<file path="config.mk">
export PLATFORM = sky130hd
export DESIGN_NAME = key_note_select
export DESIGN_NICKNAME = d
export VERILOG_FILES = /design/src/rtl/key_note_select.sv
export SDC_FILE = /design/constraint.sdc
export NUM_CORES = 1
export LEC_CHECK = 0
export ABC_AREA = 1
export CAP_MARGIN = 0
export CORE_UTILIZATION = 60
export DETAILED_ROUTE_END_ITERATION = 12
export GPL_ROUTABILITY_DRIVEN = 0
export GPL_TIMING_DRIVEN = 0
export PLACE_DENSITY = 0.83
export SLEW_MARGIN = 20
export SYNTH_ARGS = -nofsm -noshare
export SYNTH_HDL_FRONTEND = slang
export SYNTH_SLANG_ARGS = --single-unit
export TNS_END_PERCENT = 10
</file>
<file path="constraint.sdc">
create_clock -name clk -period 13.1 [get_ports clk]
set_input_delay 1.31 -clock clk [delete_from_list [all_inputs] [get_ports clk]]
set_output_delay 1.31 -clock clk [all_outputs]
set_load 0.05 [all_outputs]
</file>
<file path="src/rtl/key_note_select.sv">
// Key front end: 2-flop sync, per-key debounce, highest-key select and note FSM.
// Optional release tail enabled by defining KEY_RELEASE_HOLD_EN.
module key_note_select #(
  parameter int unsigned DB_CYCLES   = 500000,
  parameter int unsigned DB_W        = 19,
  parameter int unsigned HOLD_CYCLES = 12500000,
  parameter int unsigned HOLD_W      = 24
) (
  input  logic        clk,
  input  logic        reset,
  input  logic [7:0]  keys,
  output logic [7:0]  keys_db,
  output logic [24:0] half_period,
  output logic [2:0]  note_idx,
  output logic        note_gate,
  output logic        note_start
);

  localparam logic [DB_W-1:0] DbLast = DB_W'(DB_CYCLES - 1);

  typedef enum logic [1:0] {StIdle, StPlay, StRelease} state_e;

  state_e            state_q;
  logic [7:0]        sync1_q, sync2_q;
  logic [DB_W-1:0]   db_cnt_q [8];
  logic [2:0]        sel;
  logic              any;

  always_ff @(posedge clk or posedge reset) begin
    if (reset) begin
      sync1_q <= '0;
      sync2_q <= '0;
    end else begin
      sync1_q <= keys;
      sync2_q <= sync1_q;
    end
  end

  // Counter only runs while the synchronised level disagrees with the accepted one.
  always_ff @(posedge clk or posedge reset) begin
    if (reset) begin
      keys_db <= '0;
      for (int i = 0; i < 8; i++) db_cnt_q[i] <= '0;
    end else begin
      for (int i = 0; i < 8; i++) begin
        if (sync2_q[i] == keys_db[i]) begin
          db_cnt_q[i] <= '0;
        end else if (db_cnt_q[i] == DbLast) begin
          keys_db[i]  <= sync2_q[i];
          db_cnt_q[i] <= '0;
        end else begin
          db_cnt_q[i] <= db_cnt_q[i] + 1'b1;
        end
      end
    end
  end

  // Highest pitch wins.
  always_comb begin
    sel = '0;
    for (int i = 0; i < 8; i++) begin
      if (keys_db[i]) sel = 3'(i);
    end
  end

  assign any = |keys_db;

  // floor(25 MHz / f) for a 50 MHz clock.
  function automatic logic [24:0] half_period_of(input logic [2:0] idx);
    logic [24:0] hp;
    unique case (idx)
      3'd0: hp = 25'd47778;
      3'd1: hp = 25'd42565;
      3'd2: hp = 25'd37921;
      3'd3: hp = 25'd35793;
      3'd4: hp = 25'd31888;
      3'd5: hp = 25'd28409;
      3'd6: hp = 25'd25309;
      3'd7: hp = 25'd23889;
    endcase
    return hp;
  endfunction

`ifdef KEY_RELEASE_HOLD_EN
  localparam logic [HOLD_W-1:0] HoldLast = HOLD_W'(HOLD_CYCLES - 1);
  logic [HOLD_W-1:0] hold_cnt_q;
`else
  logic unused_hold_cfg;
  assign unused_hold_cfg = ^{HOLD_CYCLES, HOLD_W};
`endif

  always_ff @(posedge clk or posedge reset) begin
    if (reset) begin
      state_q     <= StIdle;
      half_period <= '0;
      note_idx    <= '0;
      note_gate   <= 1'b0;
      note_start  <= 1'b0;
`ifdef KEY_RELEASE_HOLD_EN
      hold_cnt_q  <= '0;
`endif
    end else begin
      note_start <= 1'b0;
      case (state_q)
        StIdle: begin
          if (any) begin
            note_idx    <= sel;
            half_period <= half_period_of(sel);
            note_gate   <= 1'b1;
            note_start  <= 1'b1;
            state_q     <= StPlay;
          end
        end
        StPlay: begin
          if (!any) begin
`ifdef KEY_RELEASE_HOLD_EN
            hold_cnt_q <= '0;
            state_q    <= StRelease;
`else
            note_gate  <= 1'b0;
            state_q    <= StIdle;
`endif
          end else if (sel != note_idx) begin
            note_idx    <= sel;
            half_period <= half_period_of(sel);
            note_start  <= 1'b1;
          end
        end
`ifdef KEY_RELEASE_HOLD_EN
        StRelease: begin
          // A new press beats tail expiry in the same cycle.
          if (any) begin
            note_idx    <= sel;
            half_period <= half_period_of(sel);
            note_start  <= 1'b1;
            hold_cnt_q  <= '0;
            state_q     <= StPlay;
          end else if (hold_cnt_q == HoldLast) begin
            hold_cnt_q <= '0;
            note_gate  <= 1'b0;
            state_q    <= StIdle;
          end else begin
            hold_cnt_q <= hold_cnt_q + 1'b1;
          end
        end
`endif
        default: begin
          note_gate <= 1'b0;
          state_q   <= StIdle;
        end
      endcase
    end
  end

endmodule

</file>
After elaboration in Yosys (flattened, before gate mapping)
Memories as Yosys holds them, arrays and structs flattened. Index checks and enable logic that the tools add are counted.

Bits in registers: 208. Bits in read-only memories: 256. Input bits: 10. Output and inout port bits: 38. Logic and storage cells: 117. Memories: 2.

Memory list: (name not given) (words 8, width 16, rd ports 1, clocked after memory_dff 0, write ports 0, line 71) `unique case (idx)`; (name not given) (words 8, width 16, rd ports 1, clocked after memory_dff 0, write ports 0, line 71).

Add/sub/neg operators: 8. Eq/ne operators: 22. Multiplexer cells: 41. Bitwise gates (word level): 8. Reductions and logical operators: 13.

Operators by type and width (number): 19-bit 2-to-1 mux (16); 19-bit by 1-bit adder with 19-bit output, second input constant (8); 19-bit == test, second input constant (8); 25-bit 2-to-1 mux (3); 25-bit one-hot mux with 2 select lines (1); 3-bit 2-to-1 mux (9); 2-bit AND reduction (9); 1-bit == test (8); 2-bit != test, second input constant (4); 1-bit NOT (8); 8-bit OR reduction (1); 1-bit 2-to-1 mux (6); 3-bit one-hot mux with 2 select lines (1); 2-bit 2-to-1 mux (2); 1-bit one-hot mux with 2 select lines (2); 2-bit one-hot mux with 2 select lines (1); 4-bit AND reduction (1); 3-bit != test (1); 2-bit by 1-bit == test with 1-bit output, second input constant (1); 2-bit zero test (1); 2-bit nonzero test (1).

Depth between registers and ports, before layout
Gate-level depths: netlist (run 1).

Depth in word-level cells: 11. Mapped depth: 13. Gate-level depth less buffers: 13.

Worst setup path before layout (run 1)
No wires, ideal clock.

Kind: register -> output. Start point: reg half_period[14] (netlist name). End point: out note_idx[2]. Arrival time: 0.939 ns. Data required time: 11.790 ns. Path slack: 10.851 ns. Stages on the path, launching flop included: 2. Path buffers: 1. Cell sequence: dfrtp_1 > buf_4.

RTL lines: end, declared (line 14) `output logic [2:0] note_idx,`.

==> qor.txt, run 1 <==
CP arrival - 1890 ps
Syn Std Cell Area - 10800 um2
Post-CTS Hold Fix Bufs - 0
top post-synthesis cells by area - dfrtp_1, nand2_1, nor2_1
fin. max-slew vios - 0
number of port buffers - 38
Lkg Pwr - 5.36 nW
Hold Crit Depth - 0
iteration count of the initial detailed-routing pass - 5
Unique masters post-synth - 41
row cnt - 48
worst clock skew - 10.5 ps
remaining global-route overflow - 0
fin crit period - 3200 ps
Iter 0 DRT Violations - 902
area leader, netlist - dfrtp_1
final hold viol count - 0
Post-DP HPWL - 17.1 mm
area grow syn2layout - 12.5%
layout cells sized above 1 - 5.72%
VDD IR max - 0.102 mV
Slew @ Worst Pin - 616 ps
crit path from - half_period[14]$_DFFE_PP0P_
vias in the first global route - 8951
antenna diode count - 0
post-CTS resize count - 0
multi-input logic area - 5030 um2
nature of the critical path endpoint - output pin
Non-Filler Instances - 1729
Worst-Skew Late Latency - 430 ps
Fmax - 313 MHz
PD cells - 99.7 nW/um2
CP max-delay cell - clkdlybuf4s50_1
register bit total from synthesis - 196
largest net degree at the start of global routing - 108
Startpoint Class - flip-flop
Req. time, crit path - 11790 ps
clock sinks - 196
buffer depth of the longest clock path - 2
Worst-path clk slew - 70 ps
worst hold path class - reg -> reg
initial antenna violation count - 0
FF+latch area - 4900 um2
top cell type's share of synthesized area - 45.2%
CP Buf/Inv Count - 2
RSZ-0062 raised after global routing - false
DRC violations left - 0
Worst Path Max Fanout - 5
Routed Antenna Nets - 0
max-cap viol count - 0
Initial Utilization - 62.0%
Avg Cell Area, Syn - 7.61 um2
die area - 18600 um2
R2R Path Start - keys_db[1]$_DFFE_PP0P_
slowest stage delay, CP - 790 ps
crit share post-route - 24.4%
IO Count - 48
Final Setup Violations - 0
FILL cells - 1402
CP Cell Sequence - buf_4 > clkdlybuf4s50_1
Tot GR Track Use - 27.4%
most frequent cells in the layout - nand2_1, nor2_1, inv_1
Final Net Count - 1516
Die Y - 136 um
number of post-CTS setup repair buffers - 0
H-tree Lvls - 4
post-synthesis sequential area ratio - 45.2%
CTS Buf Count - 17
Chip Width - 136 um
Worst Hold Launch - sync1_q[5]$_DFF_PP0_
CTS tree - done
Inst Count DP - 1697
Max-slew headroom - 58.9%
total routed wirelength - 24.0 mm
final setup TNS - 0 ps
Core ar. - 17500 um2
cells on worst reg2reg path - 12
commonest non-fill, non-tap cell in the layout - nand2_1
WP depth - 2
post-DR vias/cell - 5.55
Routed WL per cell - 13.9 um
total power - 1.22 mW
cell count after synthesis - 1425
WS Path Type - reg -> out
yosys warns - 0
first-pass GRT wire length - 40.7 mm
Crit path max-delay family - buffers and inverters
vias post-DR - 9589
Root Buffer Master - clkbuf_16
status - finished, final reports clean
## Yosys cell counts
| library cell | instances |
|---|---|
| buf_12 | 1 |
| nor3_4 | 1 |
| nand2_4 | 2 |
| nor4_1 | 17 |
| buf_2 | 2 |
| a31oi_1 | 3 |
| nor2_4 | 2 |
| dfrtp_1 | 196 |
| buf_4 | 12 |
| nor3_2 | 6 |
| a21oi_4 | 1 |
| o21a_1 | 3 |
| nor2_2 | 1 |
| nor2_1 | 235 |
| o21ai_0 | 23 |
| xnor2_1 | 3 |
| a211oi_1 | 2 |
| a21oi_1 | 24 |
| conb_1 | 1 |
| nor3_1 | 95 |
| clkbuf_1 | 11 |
| nand4_1 | 61 |
| a21o_1 | 4 |
| nand3_1 | 128 |
| inv_1 | 204 |
| xor2_1 | 45 |
| nand3b_1 | 9 |
| o211ai_1 | 1 |
| nand2_1 | 271 |
| a31o_2 | 3 |
| o21ai_1 | 1 |
| nor3b_1 | 17 |
| o21bai_1 | 3 |
| inv_4 | 1 |
| or2_2 | 3 |
| nand2_8 | 1 |
| clkinv_1 | 1 |
| nand3_4 | 1 |
| mux2_2 | 2 |
| ha_1 | 15 |
| nand2_2 | 13 |
## area by class of cell
type                            count  area share [%]
Timing Repair Buffer               39            3.35
Clock inverter                     13            1.41
Multi-Input combinational cell   1005            41.2
Clock buffer                       19            3.72
Buffer                             26            1.32
Tap cell                          225            2.31
Sequential cell                   196            40.2
Inverter                          206            6.43
## report_power, final
group	total (mW)	switching [mW]	internal [mW]
Sequential	0.621	0.00756	0.613
Clock	0.548	0.234	0.313
Combinational	0.0476	0.0351	0.0125
Total	1.22	0.277	0.939
## through the flow
step           hold slack (ps)  area (um2)  utilization (%)  setup slack [ps]
3_3_place_gp               333       11500             66.0              4120
4_1_cts                    356       12200             69.8              9900
6_report                   352       12200             69.8              9900
5_1_grt                    359       12200             69.8              9850
3_5_place_dp               336       11600             66.2             10310
2_1_floorplan              331       10900                -              6450
## worst reg2reg max path: cells and delay by family, from the launching register on
kind / cells / cell delay (ps)
AOI/OAI and AO/OA: 1 / 100
adders and majority gates: 1 / 210
buffers and inverters: 1 / 110
DFF: 1 / 540
and+or+nand+nor: 9 / 1050
## routing by layer
| layer | share of wire [%] | vias to the layer above | global-route usage, % |
|---|---|---|---|
| met4 | 2.0 | 0 | 9.75 |
| met5 | 0 | - | 0 |
| li1 | - | 4741 | - |
| met1 | 45 | 4446 | 37.9 |
| met2 | 47 | 364 | 43.8 |
| met3 | 6.1 | 38 | 4.25 |
## sequential cells by signal, indices dropped and copies added, names as in the netlist
register and flops:
db_cnt_q 152, half_period 16, keys_db 8, sync1_q 8
sync2_q 8, note_idx 2, note_gate 1, note_start 1
## cells by family after synthesis
| family | share of synthesized area [%] |
|---|---|
| AOI/OAI and AO/OA | 3.68 |
| xor gates and xnor gates | 3.88 |
| adders and majority gates | 1.73 |
| buffers and inverters | 8.65 |
| DFF | 45.2 |
| muxes | 0.208 |
| other | 0.0346 |
| and+or+nand+nor | 36.6 |
## worst paths after layout
kind	to	slack [ps]
max	note_idx[2]	9900
min reg2reg	sync2_q[5]$_DFF_PP0_	350
max in group asynchronous	db_cnt_q[85]$_DFF_PP0_	10820
min	sync2_q[5]$_DFF_PP0_	350
max reg2reg	half_period[10]$_DFFE_PP0P_	11010
min in group asynchronous	sync2_q[1]$_DFF_PP0_	1370
No activity file was read; power rests on OpenSTA's default activity.
==> run 2: changes to the inputs <==
Clock period 13.1 ns to 3.1 ns, I/O delays scaled along.
==> run 2 against run 1 <==
Final cell count up 0.29%. Worst setup slack worse by 9000 ps. Sequential power rose to 4.2 times the previous value. First-iteration DRC count down 10%. Total power rose to 4.4 times the previous value. Sequential cell count unchanged. Critical path depth unchanged. Routed wire length up 2.6%. Non-clock buffer count up 5. Utilization up 0.85 points. Register-to-register slack worse by 9900 ps. Hold slack worse by 99 ps. Highest routed layer unchanged.
==> qor.txt, run 2 (synthesized netlist as in run 1, its figures left out) <==
DRC violations left - 0
total routed wirelength - 24.6 mm
CTS tree - done
iteration count of the initial detailed-routing pass - 6
row cnt - 48
Tot GR Track Use - 28.5%
Core ar. - 17500 um2
P_sw - 1.20 mW
largest registers - db_cnt_q x152, half_period x16
worst hold path class - in -> async
largest net degree at the start of global routing - 36
initial antenna violation count - 0
worst clock skew - 9.84 ps
Chip Width - 136 um
Fmax - 453 MHz
DP Area - 11700 um2
Routed Antenna Nets - 0
Worst-path clk slew - 70 ps
Post-CTS Hold Fix Bufs - 0
Final Net Count - 1521
VDD IR max - 0.465 mV
remaining global-route overflow - 0
CP max-delay cell - clkdlybuf4s50_1
CP Cell Sequence - buf_4 > clkdlybuf4s50_1
post-CTS resize count - 0
cells on worst reg2reg path - 13
RSZ-0062 raised after global routing - false
PD cells - 436 nW/um2
status - finished, final reports clean
Combinational Power Share - 4.0%
vias in the first global route - 9247
IO Count - 48
Slew @ Worst Pin - 611 ps
WS Path Type - reg -> out
area grow syn2layout - 13.8%
largest register by flop count - db_cnt_q
FF+latch area - 4900 um2
H-tree Lvls - 4
R2R Setup Slk - 1090 ps
WP depth - 2
final hold viol count - 0
Iter 0 DRT Violations - 810
R2R Path Start - keys_db[2]$_DFFE_PP0P_
Post-DP HPWL - 17.7 mm
fin. max-slew vios - 0
Root Buffer Master - clkbuf_16
die area - 18600 um2
Die Y - 136 um
most frequent cells in the layout - nand2_1, nor2_1, inv_1
CTS Buf Count - 17
Clock power frac - 47.2%
Initial Utilization - 62.0%
Routed WL per cell - 14.2 um
fin crit period - 2210 ps
post-route cell area - 12300 um2
number of flip-flops in the largest register - 152
nature of the critical path endpoint - output pin
commonest non-fill, non-tap cell in the layout - nand2_1
Max-slew headroom - 59.0%
worst r2r dst - half_period[11]$_DFFE_PP0P_
final setup TNS - 0 ps
crit share post-route - 71.2%
FILL cells - 1349
Final Setup Violations - 0
buffer depth of the longest clock path - 2
max-cap viol count - 0
number of port buffers - 38
Startpoint Class - flip-flop
clock sinks - 196
first-pass GRT wire length - 41.8 mm
crit path from - half_period[14]$_DFFE_PP0P_
antenna diode count - 0
Lkg Pwr - 5.43 nW
post-DR vias/cell - 5.59
Req. time, crit path - 2790 ps
Sw Share - 22.3%
layout cells sized above 1 - 6.03%
Power Internal - 4.18 mW
CP arrival - 1900 ps
CP Buf/Inv Count - 2
sequential share of power - 48.7%
vias post-DR - 9685
Critical Path End - note_idx[2]
slowest stage delay, CP - 790 ps
Worst-Skew Late Latency - 450 ps
Crit path max-delay family - buffers and inverters
number of post-CTS setup repair buffers - 0
multi-input logic area - 5030 um2
Worst Path Max Fanout - 5
[run 2: changes by cell type in the layout (fill, tap and decap cells not counted)]
cell,delta
buf_12,+5
clkinv_4,-3
clkbuf_8,-2
bufinv_16,+3
clkinv_2,+1
clkinvlp_4,+1
[run 2: per-layer routing]
layer | GRT usage, % | share of wire [%] | vias to the layer above
met1 | 35.8 | 42 | 4494
met4 | 13.1 | 3.5 | 0
met2 | 47.6 | 48 | 348
li1 | - | - | 4763
met3 | 5.26 | 5.6 | 80
met5 | 0 | 0 | -
[run 2: cell type report]
class / instances / area share [%]
buffer: 26 / 1.31
tap: 225 / 2.28
multi-input combinational: 1005 / 40.7
inverter: 206 / 6.32
clock buffer: 17 / 3.45
sequential: 196 / 39.7
clock inverter: 15 / 2.04
timing repair buffer: 44 / 4.12
[run 2: power groups by stage]
stage          logic, mW  clock network (mW)  registers (mW)
2_1_floorplan      0.148                   0            2.66
3_3_place_gp       0.194                   0            2.67
3_5_place_dp       0.217                   0            2.67
4_1_cts            0.220                2.57            2.62
5_1_grt            0.247                2.67            2.63
6_report           0.216                2.54            2.62
[run 2: worst min-delay path by stage]
stage                                     from                      to  slack, ps  cells after the start
final                                    reset  db_cnt_q[36]$_DFF_PP0_        250                      2
after global routing                     reset  db_cnt_q[36]$_DFF_PP0_        290                      2
after CTS                                reset  db_cnt_q[36]$_DFF_PP0_        260                      2
after detailed placement  sync1_q[1]$_DFF_PP0_    sync2_q[1]$_DFF_PP0_        330                      0
after global placement    sync1_q[6]$_DFF_PP0_    sync2_q[6]$_DFF_PP0_        330                      0
after floorplan           sync1_q[0]$_DFF_PP0_    sync2_q[0]$_DFF_PP0_        330                      0
[run 2: stage by stage]
stage / total power [mW] / setup WS [ps] / std cells / util, % / hold slack [ps]
floorplan: 2.81 / 258 / 1433 / - / 331
global placement: 2.87 / -1200 / 1696 / 66.0 / 331
detailed placement: 2.89 / 1130 / 1702 / 66.7 / 335
CTS: 5.41 / 879 / 1734 / 70.6 / 263
global route: 5.55 / 856 / 1734 / 70.6 / 293
finish: 5.38 / 892 / 1734 / 70.6 / 253
